`src/rtl/banner_pkg.sv`:
```
// banner_pkg: shared constants for the scrolling banner generator.
//   SCALE_*         glyph scale selector codes (1x/2x/4x/8x)
//   ASCII_SPACE     power-up content of the message buffer
//   GLYPH_W/H       font cell geometry (8x16) and their log2 forms
//   offset_width()  width of the scroll offset for a given buffer size
package banner_pkg;

  localparam logic [1:0] SCALE_1X = 2'd0;
  localparam logic [1:0] SCALE_2X = 2'd1;
  localparam logic [1:0] SCALE_4X = 2'd2;
  localparam logic [1:0] SCALE_8X = 2'd3;

  localparam logic [6:0] ASCII_SPACE = 7'h20;

  localparam int GLYPH_W      = 8;
  localparam int GLYPH_H      = 16;
  localparam int GLYPH_W_LOG2 = 3;
  localparam int GLYPH_H_LOG2 = 4;

  // Longest virtual line is the whole message at 8x scale, so the offset
  // needs msg_len_log2 + log2(glyph width) + log2(max scale) bits.
  function automatic int offset_width(input int msg_len_log2);
    return msg_len_log2 + GLYPH_W_LOG2 + int'(SCALE_8X);
  endfunction

endpackage

```
`src/rtl/scroll_offset_ctrl.sv`:
```
// scroll_offset_ctrl: owns the horizontal scroll position of the banner.
// Detects the per-frame tick, divides it by speed_sel+1, and steps the
// offset left or right, wrapping at the current virtual line length.
// Ports:
//   clk, rst            pixel clock, synchronous active-high reset
//   pixel_x, pixel_y    raster position (tick at x==0, y==TICK_LINE)
//   scale_sel           glyph scale; any change clears offset and divider
//   speed_sel           advance every speed_sel+1 frames
//   dir, pause          0=left / 1=right, freeze scrolling
//   offset              current scroll offset in pixels
module scroll_offset_ctrl
  import banner_pkg::*;
#(
  parameter int MSG_LEN_LOG2 = 5,
  parameter int TICK_LINE    = 500,
  parameter int OFS_W        = offset_width(MSG_LEN_LOG2)
) (
  input  logic             clk,
  input  logic             rst,
  input  logic [9:0]       pixel_x,
  input  logic [9:0]       pixel_y,
  input  logic [1:0]       scale_sel,
  input  logic [1:0]       speed_sel,
  input  logic             dir,
  input  logic             pause,
  output logic [OFS_W-1:0] offset
);

  localparam logic [9:0] TICK_Y = 10'(TICK_LINE);

  logic             frame_tick;
  logic             scale_changed;
  logic             divider_wrap;
  logic             advance;
  logic [1:0]       scale_prev;
  logic [1:0]       divider;
  logic [OFS_W-1:0] wrap_mask;
  logic [OFS_W-1:0] offset_next;

  // Tick/advance decode and the wrapped next offset. The divider wraps on
  // ">=" so a speed change landing on a tick still produces an advance
  // rather than counting past the new limit.
  always_comb begin
    frame_tick    = (pixel_x == 10'd0) && (pixel_y == TICK_Y);
    scale_changed = (scale_sel != scale_prev);
    divider_wrap  = (divider >= speed_sel);
    advance       = frame_tick && !pause && divider_wrap;
    wrap_mask     = OFS_W'((1 << (MSG_LEN_LOG2 + GLYPH_W_LOG2 + int'(scale_sel))) - 1);
    if (dir) begin
      offset_next = (offset - OFS_W'(1)) & wrap_mask;
    end else begin
      offset_next = (offset + OFS_W'(1)) & wrap_mask;
    end
  end

  // A scale change restarts scrolling from the left edge and wins over any
  // coincident advance; otherwise the divider counts unpaused ticks and is
  // pulled back to zero if a smaller speed_sel leaves it out of range.
  always_ff @(posedge clk) begin
    if (rst) begin
      offset     <= '0;
      divider    <= 2'd0;
      scale_prev <= SCALE_1X;
    end else begin
      scale_prev <= scale_sel;
      if (scale_changed) begin
        offset  <= '0;
        divider <= 2'd0;
      end else begin
        if (advance) begin
          offset <= offset_next;
        end
        if (frame_tick && !pause) begin
          divider <= divider_wrap ? 2'd0 : divider + 2'd1;
        end else if (divider > speed_sel) begin
          divider <= 2'd0;
        end
      end
    end
  end

endmodule

```
`src/rtl/scroll_banner_gen.sv`:
```
// scroll_banner_gen: pixel-smooth scrolling text banner.
// Maps the raster position plus scroll offset onto a host-written message,
// addresses the shared 8x16 font ROM and registers the resulting colour.
// Ports:
//   clk, rst            pixel clock, synchronous active-high reset
//   pixel_x, pixel_y    raster position from the sync controller
//   video_on            active video
//   scale_sel           glyph scale 2^scale_sel
//   speed_sel, dir      scroll rate (frames per step - 1) and direction
//   pause               freeze scrolling
//   wr_en/addr/char     message buffer write port
//   rom_addr, rom_data  font ROM address (comb) and row data (next cycle)
//   rgb                 registered 3-bit colour, 2 cycles after the pixel
//   offset              current scroll offset (status)
module scroll_banner_gen
  import banner_pkg::*;
#(
  parameter int         MSG_LEN_LOG2 = 5,
  parameter int         ROW_Y        = 224,
  parameter int         TICK_LINE    = 500,
  parameter logic [2:0] FG           = 3'b111,
  parameter logic [2:0] BG           = 3'b000
) (
  input  logic                    clk,
  input  logic                    rst,
  input  logic [9:0]              pixel_x,
  input  logic [9:0]              pixel_y,
  input  logic                    video_on,
  input  logic [1:0]              scale_sel,
  input  logic [1:0]              speed_sel,
  input  logic                    dir,
  input  logic                    pause,
  input  logic                    wr_en,
  input  logic [MSG_LEN_LOG2-1:0] wr_addr,
  input  logic [6:0]              wr_char,
  output logic [10:0]             rom_addr,
  input  logic [7:0]              rom_data,
  output logic [2:0]              rgb,
  output logic [MSG_LEN_LOG2+5:0] offset
);

  localparam int         OFS_W   = offset_width(MSG_LEN_LOG2);
  localparam int         MSG_LEN = 1 << MSG_LEN_LOG2;
  localparam int         SUM_W   = ((OFS_W > 10) ? OFS_W : 10) + 1;
  localparam logic [9:0] ROW_TOP = 10'(ROW_Y);

  // Buffer is deliberately outside reset so the host message survives it.
  logic [6:0] msg_ram [MSG_LEN] = '{default: ASCII_SPACE};

  logic [SUM_W-1:0]        x_sum;
  logic [OFS_W-1:0]        wrap_mask;
  logic [OFS_W-1:0]        vx;
  logic [MSG_LEN_LOG2-1:0] char_idx;
  logic [2:0]              column;
  logic [9:0]              dy;
  logic [10:0]             band_h;
  logic                    in_band;
  logic [3:0]              glyph_row;
  logic [6:0]              cur_char;
  logic [2:0]              column_d;
  logic                    text_on_d;
  logic                    video_on_d;
  logic                    pixel_bit;

  scroll_offset_ctrl #(
    .MSG_LEN_LOG2 (MSG_LEN_LOG2),
    .TICK_LINE    (TICK_LINE),
    .OFS_W        (OFS_W)
  ) u_offset_ctrl (
    .clk       (clk),
    .rst       (rst),
    .pixel_x   (pixel_x),
    .pixel_y   (pixel_y),
    .scale_sel (scale_sel),
    .speed_sel (speed_sel),
    .dir       (dir),
    .pause     (pause),
    .offset    (offset)
  );

  // Host writes land on the next edge; the combinational read below still
  // sees the old character during a same-slot write.
  always_ff @(posedge clk) begin
    if (wr_en) begin
      msg_ram[wr_addr] <= wr_char;
    end
  end

  // Address generation. The virtual line length is a power of two, so the
  // wrap is a mask and character/column/row fall out of shifts by the scale.
  always_comb begin
    x_sum     = SUM_W'(pixel_x) + SUM_W'(offset);
    wrap_mask = OFS_W'((1 << (MSG_LEN_LOG2 + GLYPH_W_LOG2 + int'(scale_sel))) - 1);
    vx        = OFS_W'(x_sum) & wrap_mask;
    char_idx  = MSG_LEN_LOG2'(vx >> (GLYPH_W_LOG2 + int'(scale_sel)));
    column    = 3'(vx >> scale_sel);
    dy        = pixel_y - ROW_TOP;
    band_h    = 11'(GLYPH_H) << scale_sel;
    in_band   = (pixel_y >= ROW_TOP) && ({1'b0, dy} < band_h);
    glyph_row = 4'(dy >> scale_sel);
    cur_char  = msg_ram[char_idx];
    rom_addr  = in_band ? {cur_char, glyph_row} : 11'd0;
  end

  // Column is counted from the left, while the ROM row has its leftmost
  // pixel in the MSB.
  always_comb begin
    pixel_bit = rom_data[3'd7 - column_d];
  end

  // One stage of alignment with the ROM latency, then the colour register.
  always_ff @(posedge clk) begin
    if (rst) begin
      column_d   <= 3'd0;
      text_on_d  <= 1'b0;
      video_on_d <= 1'b0;
      rgb        <= 3'd0;
    end else begin
      column_d   <= column;
      text_on_d  <= in_band;
      video_on_d <= video_on;
      if (!video_on_d) begin
        rgb <= 3'd0;
      end else if (text_on_d) begin
        rgb <= pixel_bit ? FG : BG;
      end else begin
        rgb <= 3'd0;
      end
    end
  end

endmodule
```
`config.mk`:
```
export PLATFORM = sky130hd
export DESIGN_NAME = scroll_banner_gen
export DESIGN_NICKNAME = d
export VERILOG_FILES = /design/src/rtl/banner_pkg.sv /design/src/rtl/scroll_offset_ctrl.sv /design/src/rtl/scroll_banner_gen.sv
export SDC_FILE = /design/constraint.sdc
export NUM_CORES = 1
export LEC_CHECK = 0
export ABC_AREA = 1
export BUFFER_PORTS_ARGS = -buffer_cell sky130_fd_sc_hd__buf_2
export CORE_MARGIN = 2
export CORE_UTILIZATION = 60
export DETAILED_ROUTE_END_ITERATION = 7
export GPL_TIMING_DRIVEN = 0
export PLACE_DENSITY = 0.79
export SLEW_MARGIN = 15
export SYNTH_ARGS = -nofsm -noshare
export SYNTH_HDL_FRONTEND = slang
export SYNTH_SLANG_ARGS = --single-unit
```
`constraint.sdc`:
```
create_clock -name clk -period 4.85 [get_ports clk]
set_clock_uncertainty 0.15 [all_clocks]
set_input_delay 0.97 -clock clk [delete_from_list [all_inputs] [get_ports clk]]
set_output_delay 0.97 -clock clk [all_outputs]
set_load 0.005 [all_outputs]
```
Word level (Yosys, flattened, before mapping)

Memory sizes are Yosys's and may differ from the RTL's.
Index checks and enable logic that the tools add are counted.

Bits in registers: 23
RAM bits: 224
Output and inout bits: 25
Word-level logic and storage cells: 53
Memories kept: 1

Add/subtract/negate cells: 9
$lt $le $gt $ge: 5
Equal/unequal tests: 2
Shift operators: 5
Multiplexer cells: 10
Bitwise gates (word level): 5
Reduce and logical (&&, ||, !) cells: 9

Memory list:

| memory  | depth | bits a word | rd ports | clocked after memory_dff | wr ports | line                    | RTL |
|---|---|---|---|---|---|---|---|
| msg_ram | 32    | 7           | 1        | 0                        | 1        | scroll_banner_gen.sv:48 | `logic [6:0] msg_ram [MSG_LEN] = '{default: ASCII_SPACE};` |

Operator list:

| operator                | number |
|---|---|
| $and A11 B11 Y11        | 3 |
| $shl A1 B32 Y11 const A | 1 |
| $mux W11                | 2 |
| $add A10 B11 Y11        | 1 |
| $add A11 B1 Y11 const B | 1 |
| $lt A10 B11 Y1          | 1 |
| $shl A5 B2 Y11 const A  | 1 |
| $shr A11 B2 Y3          | 1 |
| $shr A11 B3 Y5          | 1 |
| $sub A11 B1 Y11 const B | 1 |
| $sub A11 B2 Y11 const B | 1 |
| $eq A10 B9 Y1 const B   | 1 |
| $ge A10 B8 Y1 const B   | 1 |
| $logic_not A10 Y1       | 1 |
| $shr A10 B2 Y4          | 1 |
| $sub A10 B8 Y10 const B | 1 |
| $mux W2                 | 3 |
| $add A4 B2 Y5 const A   | 1 |
| $logic_and A1 B1 Y1     | 4 |
| $lt A3 B4 Y1 const B    | 1 |
| $add A2 B2 Y3 const A   | 1 |
| $bmux W1 S3             | 1 |
| $mux W1                 | 3 |
| $mux W3                 | 1 |
| other kinds (10)        | 11 |

Depth between registers and ports, before layout

Gate-level depths: netlist of run 1.
An unclocked memory read counts as a cell.

Word-level depth: 7
Mapped depth: 21
Gate-level depth less buffers: 19

Cells and area by module

From an unflattened synthesis of run 1, not the netlist that was laid out.

Cell total of the unflattened synthesis: 1434
Area total of the unflattened synthesis: 12736.0 um2

Modules (own cells, without submodules):

| module             | instances | cells each | area each (um2) |
|---|---|---|---|
| scroll_banner_gen  | 1         | 1214       | 11337.1 |
| scroll_offset_ctrl | 1         | 220        | 1398.8 |

Worst setup path before layout of run 1

Ideal clock, no wire load.

Kind: input-to-output
From: input port pixel_x[0]
To: output port rom_addr[4]
Data arrival time: 3.041 ns
Data required time: 3.730 ns
Path slack: 0.689 ns
Cell stages on the path: 21
Path through: ha_1 inv_1 fa_1 inv_1 nand2_2 nand2_2 nand2_1 or2_1 nand3_2 nand2_2 nand2_4 nand2_4 buf_6 buf_6 nand2_1 nand3_1 nand3_1 nand3_1 nand3_1 nand2_1 nor2_1

Longest elaborated chain between the ends: 5

RTL lines:

| what             | line                     | RTL |
|---|---|---|
| start, declared  | scroll_banner_gen.sv:26  | `input logic [9:0] pixel_x,` |
| $add A10 B11 Y11 | scroll_banner_gen.sv:92  | `x_sum = SUM_W'(pixel_x) + SUM_W'(offset);` |
| $and A11 B11 Y11 | scroll_banner_gen.sv:94  | `vx = OFS_W'(x_sum) & wrap_mask;` |
| $shr A11 B3 Y5   | scroll_banner_gen.sv:95  | `char_idx = MSG_LEN_LOG2'(vx >> (GLYPH_W_LOG2 + int'(scale_sel)));` |
| $mem_v2 Z32 W7   | n/a                      |  |
| $mux W11         | scroll_banner_gen.sv:102 | `rom_addr = in_band ? {cur_char, glyph_row} : 11'd0;` |
| end, declared    | scroll_banner_gen.sv:36  | `output logic [10:0] rom_addr,` |

No other way between the ends.

Final worst setup path of run 1

From: input port pixel_x[0]
To: output port rom_addr[8]

Same word-level chain as after synthesis.

==> metrics.csv, run 1 <==
metric,value,unit
drt drc,0,
Hold Path Class,reg -> reg,
drt pass-1 iters,6,
initial antenna violation count,0,
worst-skew pair later-pin latency,0.52,ns
core area,20230,sq um
input/output buffers,72,
CTS Hold Bufs,0,
leakage power,0.006419,uW
Bufs and invs on worst path,6,
Final Hold Fails,0,
die width,147.5,microns
htree depth,1,
worst-margin pin slew,1.090,ns
Seq cells post-synth,245,
via count,9954,
"Seq/Total Area, Yosys",57.88,%
CP Launch Type,input pin,
fin crit period,4.753,ns
Fillers,1455,
maximum vdd drop,0.0002794,V
hold_ws,0.2974,ns
CP cell instances,"buf_2, ha_4, inv_1, fa_2, inv_1, nand2_2, nand2_4, nand2_2, or2_4, nand3_4, nand2_2, nand2_4, nand2_4, buf_12, buf_6, nand2_1, nand3_1, nand3_1, nand3_2, nand3_1, nand2_1, nor2_2, buf_2",
CP Data Arrival Time,3.63,ns
CTS Root Cell,clkbuf_16,
"Cell Count, Final, Fillers Out",1746,
Mapped Area,12350,sq um
die area,21740,sq um
Final setup viols,0,
crit-path max cell delay,0.34,ns
Ant. Diodes,0,
post-synth cell types,43,
placed cell area,13050,sq um
Synth Flop Type,edfxtp_1,
CP Capture Type,output port,
Placed Instances,1689,
cell with the most instances after synthesis,nand3_1,
CP Max Fanout,10,
most instantiated cells after synthesis,"nand3_1 (263), inv_1 (261), nand2_1 (259)",
Vias per Instance,5.701,
Post-Synthesis Cells,1347,
CTS tree,built,
pin count of the biggest net entering global routing,33,
clk slew on worst S/H paths,0.06,ns
area growth from synthesis to layout,16.69,%
final WL,32.75,mm
Yosys Warn Count,0,
maximum clock rate,210.4,MHz
CTS Buf Count,25,
Starting Density,61.02,%
CP required,3.73,ns
io pins,75,
Rel. slew slack,26.79,%
footprint of the multi-input gates,4180,sq um
first-pass GRT wire length,49.04,mm
Post-Syn Nets,1425,
DP Wirelength,21.29,mm
share of cells above drive strength 1,16.53,%
fin crit share,98.01,%
Synth area leaders,"edfxtp_1 (54%), nand3_1 (11%), inv_1 (7.9%), nand2_1 (7.9%), dfxtp_1 (3.4%)",
wire per inst,18.76,microns
CP top delay family,simple AND/OR/NAND/NOR gates,
clk sinks,245,
initial detailed-routing violation count,1339,
Placer Congestion,0.9333,
critical path class,in -> out,
height of the chip,147.5,microns
Pwr Density,338.1,nW/um^2
Post-DRT Antenna Nets,0,
status,"finished, final reports clean",
critical path's slowest cell,fa_2,
clk buf depth,3,
register area,7147,sq um
Total GRT Usage,29.32,%
# Max-Cap Violations,0,
GRT Residual Overflow,0,
asr flop ratio synth,0,%
Yosys top cell by area,edfxtp_1,
Nets,1537,
top cell type's share of synthesized area,54.48,%
syn avg cell area,9.166,sq um
Core Rows,52,
fin. max-slew vios,0,
Post-synth EDFFs,224,
vias in the first global route,9390,
Layout Cell Area excl Fill,14410,sq um
[layout make-up]
type / instances / area share (%)
repair buffers: 85 / 3.422
multi-input cells: 786 / 29.01
clock inverters: 12 / 0.7816
well taps: 270 / 2.345
plain buffers: 53 / 3.456
flip-flops and latches: 245 / 49.60
clock buffers: 32 / 4.525
inverters: 263 / 6.852
[tightest hold or removal path: stages (launching register included)]
cell and delay (ns):
dfxtp_1 0.29, nand3_1 0.07, a211oi_1 0.04
[flip-flops by register name, indices dropped and copies added, names as in the netlist]
| signal | count |
|---|---|
| video_on_d | 1 |
| u_offset_ctrl.scale_prev | 2 |
| column_d | 3 |
| rgb | 1 |
| text_on_d | 1 |
| u_offset_ctrl.divider | 2 |
| msg_ram | 224 |
| u_offset_ctrl.offset | 11 |
[where the power goes]
group	internal, uW	total, uW	switching, uW
Clock	1050	1840	788
Sequential	2330	2340	7.59
Combinational	237	693	456
[cell families after synthesis]
| family | count (synthesis) | share of synthesized area [%] |
|---|---|---|
| and+or+nand+nor | 658 | 23.46 |
| adders and majority gates | 28 | 2.959 |
| DFF | 245 | 57.88 |
| xor gates and xnor gates | 11 | 0.7803 |
| buffers and inverters | 316 | 10.72 |
| AOI/OAI and AO/OA | 89 | 4.195 |
[metal layers]
layer  vias up  wire length [microns]  GRT usage [%]  part of all wire [%]
met4         0                   1231          10.96                   3.8
met1      4623                  12470          39.62                    38
met3       104                   3454          4.784                    11
met5         -                      0              0                     0
met2       573                  15600          48.41                    48
li1       4654                      -              -                     -
[cell usage in the layout, fill, tap and decap left out, types with 3 or more instances in the layout]
cell type / Yosys / final
inv_1: 261 / 261
nand2_1: 259 / 251
nand3_1: 263 / 238
edfxtp_1: 224 / 224
nor2_1: 103 / 84
buf_2: 27 / 82
a21oi_1: 30 / 30
o21ai_0: 30 / 30
clkbuf_16: 0 / 27
nand3_2: 3 / 25
ha_1: 26 / 25
buf_4: 15 / 22
dfxtp_1: 21 / 21
nor2_2: 0 / 19
buf_6: 6 / 14
xor2_1: 10 / 10
a211oi_1: 8 / 8
clkbuf_1: 2 / 8
nand2_2: 4 / 8
nor3_1: 12 / 7
clkinv_1: 1 / 7
nand2_4: 2 / 6
clkbuf_4: 0 / 6
buf_12: 0 / 5
o21ai_1: 4 / 4
o22ai_1: 4 / 4
nor3_4: 0 / 3
or2_2: 3 / 3
nand3_4: 0 / 3
buf_8: 0 / 3
[path summary, 6_finish.rpt]
| check | from | end | slack, ns | cells past startpoint |
|---|---|---|---|---|
| min | text_on_d | rgb[1] | 0.30 | 2 |
| min reg2reg | text_on_d | rgb[1] | 0.30 | 2 |
| max reg2reg | u_offset_ctrl.offset[0] | u_offset_ctrl.offset[10] | 2.23 | 14 |
| max | pixel_x[0] | rom_addr[8] | 0.1 | 23 |
[per-stage QoR]
| stage | utilization, % | setup slack (ns) | TNS [ns] | total power (uW) |
|---|---|---|---|---|
| floorplan | - | 0.6889 | 0 | 2737 |
| global placement | 64.47 | -0.3021 | -1.283 | 2942 |
| detailed placement | 64.47 | -0.2902 | -1.338 | 2956 |
| CTS | 68.92 | -0.01629 | -0.03062 | 4772 |
| global route | 71.20 | -0.01300 | -0.02256 | 5000 |
| finish | 71.20 | 0.09664 | 0 | 4871 |
[timing repair]
action | 4_1_cts | 5_1_grt
pin swaps | 7 | 14
buffers inserted | 2 | 9
endpoints found under the setup margin | 7 | 7
resized for setup | 33 | 96
hold endpoints to repair | 0 | 0
cloned | 0 | 2
Power figures use the tool's default switching activity.
==> inputs of run 2 (changes only) <==
--- a/config.mk
+++ b/config.mk
@@ -12,6 +12,7 @@
 export DETAILED_ROUTE_END_ITERATION = 7
 export GPL_TIMING_DRIVEN = 0
 export PLACE_DENSITY = 0.79
+export REMOVE_ABC_BUFFERS = 1
 export SLEW_MARGIN = 15
 export SYNTH_ARGS = -nofsm -noshare
 export SYNTH_HDL_FRONTEND = slang
==> run 2 against run 1 <==
Against the previous run:
- non-clock buffer count shrank 3
- flip-flop and latch count unchanged
- utilization grew 3.3 points
- first-iteration DRC count increased by 31%
- design area rose by 4.7%
- power up 2.3%
- die area did not move
- the run now ends with design-rule violations, negative setup slack left
- maximum frequency decreased by 4.9%
- clock-buffer cell count unchanged
- highest routed layer unchanged
==> metrics.csv, run 2 (synthesized netlist as in run 1, its figures left out) <==
metric,value,unit,change
CP Data Arrival Time,3.88,ns,+0.25 ns
M1 WL,12.82,mm,+2.8%
slack of the critical path,-0.1487,ns,-0.2453 ns
DP Wirelength,17.08,mm,-20%
area growth from synthesis to layout,22.17,%,
leakage power,0.006637,uW,+3.4%
Starting Density,61.02,%,unchanged
first-pass GRT wire length,51.02,mm,+4.0%
# Max-Cap Violations,0,,unchanged
Pwr Density,330.4,nW/um^2,-2.3%
Final setup viols,7,,+7
CTS Root Cell,clkbuf_16,,
Met2 Wirelength,17.46,mm,+12%
CP Capture Type,output port,,
clk sinks,245,,unchanged
maximum clock rate,200.1,MHz,-4.9%
height of the chip,147.5,microns,unchanged
Total GRT Usage,30.66,%,+1.3 points
"most common cell after layout, fill and taps aside",inv_1,,
fin crit share,103.1,%,+5.1 points
Hold Path Class,reg -> reg,,
CP required,3.73,ns,about the same
maximum vdd drop,0.0003165,V,+13%
GRT Residual Overflow,0,,unchanged
Rel. slew slack,24.97,%,-1.8 points
Final Hold Fails,0,,unchanged
CP Max Fanout,7,,-3
Comb pwr share,16.3,%,+2.1 points
CTS Hold Bufs,0,,unchanged
worst-skew pair later-pin latency,0.54,ns,+0.02 ns
CTS tree,built,,
drt drc,13,,+13
drt pass-1 iters,8,,+2
P_int,3615,uW,-0.13%
Top Layer Used,met4,,
sequential share of power,46.9,%,-1.1 points
"setup slack, reg-to-reg",2.14,ns,-0.09 ns
Routed met3 length,5.754,mm,+67%
most flop-heavy register,msg_ram,,
clk slew on worst S/H paths,0.06,ns,about the same
Fillers,1187,,-18%
input/output buffers,74,,+2.8%
crit-path max cell delay,0.38,ns,+0.04 ns
die area,21740,sq um,unchanged
via count,10860,,+9.1%
initial antenna violation count,0,,unchanged
Layout Cell Area excl Fill,15080,sq um,+4.7%
Core Rows,52,,unchanged
worst-margin pin slew,1.117,ns,+0.02698 ns
critical path's slowest cell,ha_1,,
critical path class,in -> out,,
Clock power frac,36.8,%,-1.0 points
initial detailed-routing violation count,1754,,+31%
fin. max-slew vios,0,,unchanged
final WL,38.40,mm,+17%
hold_ws,0.3011,ns,+0.003717 ns
CP cell instances,"buf_2, ha_1, nand2_1, inv_1, a21oi_1, nand2_1, nand2_1, nand2_1, nand2_1, nand3_1, nand3_1, nand2_1, nor2_4, buf_12, clkinvlp_4, nand3_1, nand3_1, nand2_1, nor2_1, buf_2",,
core area,20230,sq um,unchanged
CTS Buf Count,26,,+4.0%
Placer Congestion,0.8867,,-5.0%
die width,147.5,microns,unchanged
fin crit period,4.999,ns,+0.2453 ns
pin count of the biggest net entering global routing,33,,unchanged
clk buf depth,3,,unchanged
total net switching power,1369,uW,+9.5%
htree depth,1,,unchanged
Post-DRT Antenna Nets,0,,unchanged
crit-path most repeated cell,nand2_1,,
status,"finished, violations left",,
wire per inst,21.69,microns,+16%
max reg flops,224,,unchanged
Ant. Diodes,0,,unchanged
io pins,75,,unchanged
most frequent cells in the layout,"inv_1 (256), nand2_1 (243), nand3_1 (236)",,
share of cells above drive strength 1,18.13,%,+1.6 points
violated checks,"design-rule violations, negative setup slack",,
CP Launch Type,input pin,,
Sw Share,27.48,%,+1.8 points
placed cell area,12770,sq um,-2.1%
Largest regs,"msg_ram: 224 flops, u_offset_ctrl.offset: 11 flops, column_d: 3 flops",,
vias in the first global route,9467,,+0.82%
Design Power,4984,uW,+2.3%
Nets,1559,,+1.4%
Vias per Instance,6.136,,+7.6%
-- run 2: changes by cell type in the layout (fill, tap and decap cells not counted), sizes merged --
cell / delta
bufinv: -2
clkinvlp: +6
nand2: +20
nand3: +2
o21ai: +1
clkinv: +3
clkbuf: -8
inv: -3
buf: +5
-- run 2: power groups by stage --
stage | logic [uW] | registers [uW] | clock network (uW)
floorplan | 319 | 2380 | 0
global placement | 502 | 2380 | 0
detailed placement | 507 | 2380 | 0
CTS | 627 | 2340 | 1820
global route | 841 | 2340 | 1920
finish | 810 | 2340 | 1840
-- run 2: layer usage --
metal	vias up	track usage [%]
li1	4739	-
met1	4932	41.00
met2	972	50.86
met3	218	4.969
met4	0	12.02
met5	-	0
-- run 2: cell type report --
type	instances	area [sq um]	area share [%]
tap	270	337.8	2.240
inverter	263	998.5	6.619
clock inverter	15	78.83	0.5226
sequential	245	7147	47.38
timing repair inverter	1	7.507	0.04977
multi-input combinational	809	4707	31.20
clock buffer	32	694.4	4.604
timing repair buffer	135	1114	7.382
-- run 2: critical path: cells and delay by family --
kind	cells	cell delay, ns
compound gates	1	0.30
fa+ha+maj	1	0.38
buf+inv	5	0.65
simple gates	13	1.55
-- run 2: through the flow --
| step | TNS, ns | util, % | setup slack (ns) | instances |
|---|---|---|---|---|
| 2_1_floorplan | -10.14 | - | -1.455 | 1294 |
| 3_3_place_gp | -25.11 | 62.86 | -3.663 | 1638 |
| 3_5_place_dp | -10.92 | 63.10 | -1.630 | 1639 |
| 4_1_cts | 0 | 70.23 | 0.002251 | 1719 |
| 5_1_grt | -0.7713 | 74.55 | -0.1780 | 1770 |
| 6_report | -0.5906 | 74.55 | -0.1487 | 1770 |
-- run 2: repair_timing --
action                                  CTS  global route
cloned                                   19            11
resized for setup                        48            73
endpoints found under the setup margin    7             7
pin swaps                                15            31
setup buffers                            14            41
-- run 2: path summary, 6_finish.rpt --
kind / from / to / cells after the start
max: pixel_x[5] / rom_addr[10] / 20
min: column_d[2] / rgb[1] / 1
max reg2reg: u_offset_ctrl.offset[0] / u_offset_ctrl.offset[10] / 14
min reg2reg: column_d[2] / rgb[1] / 1
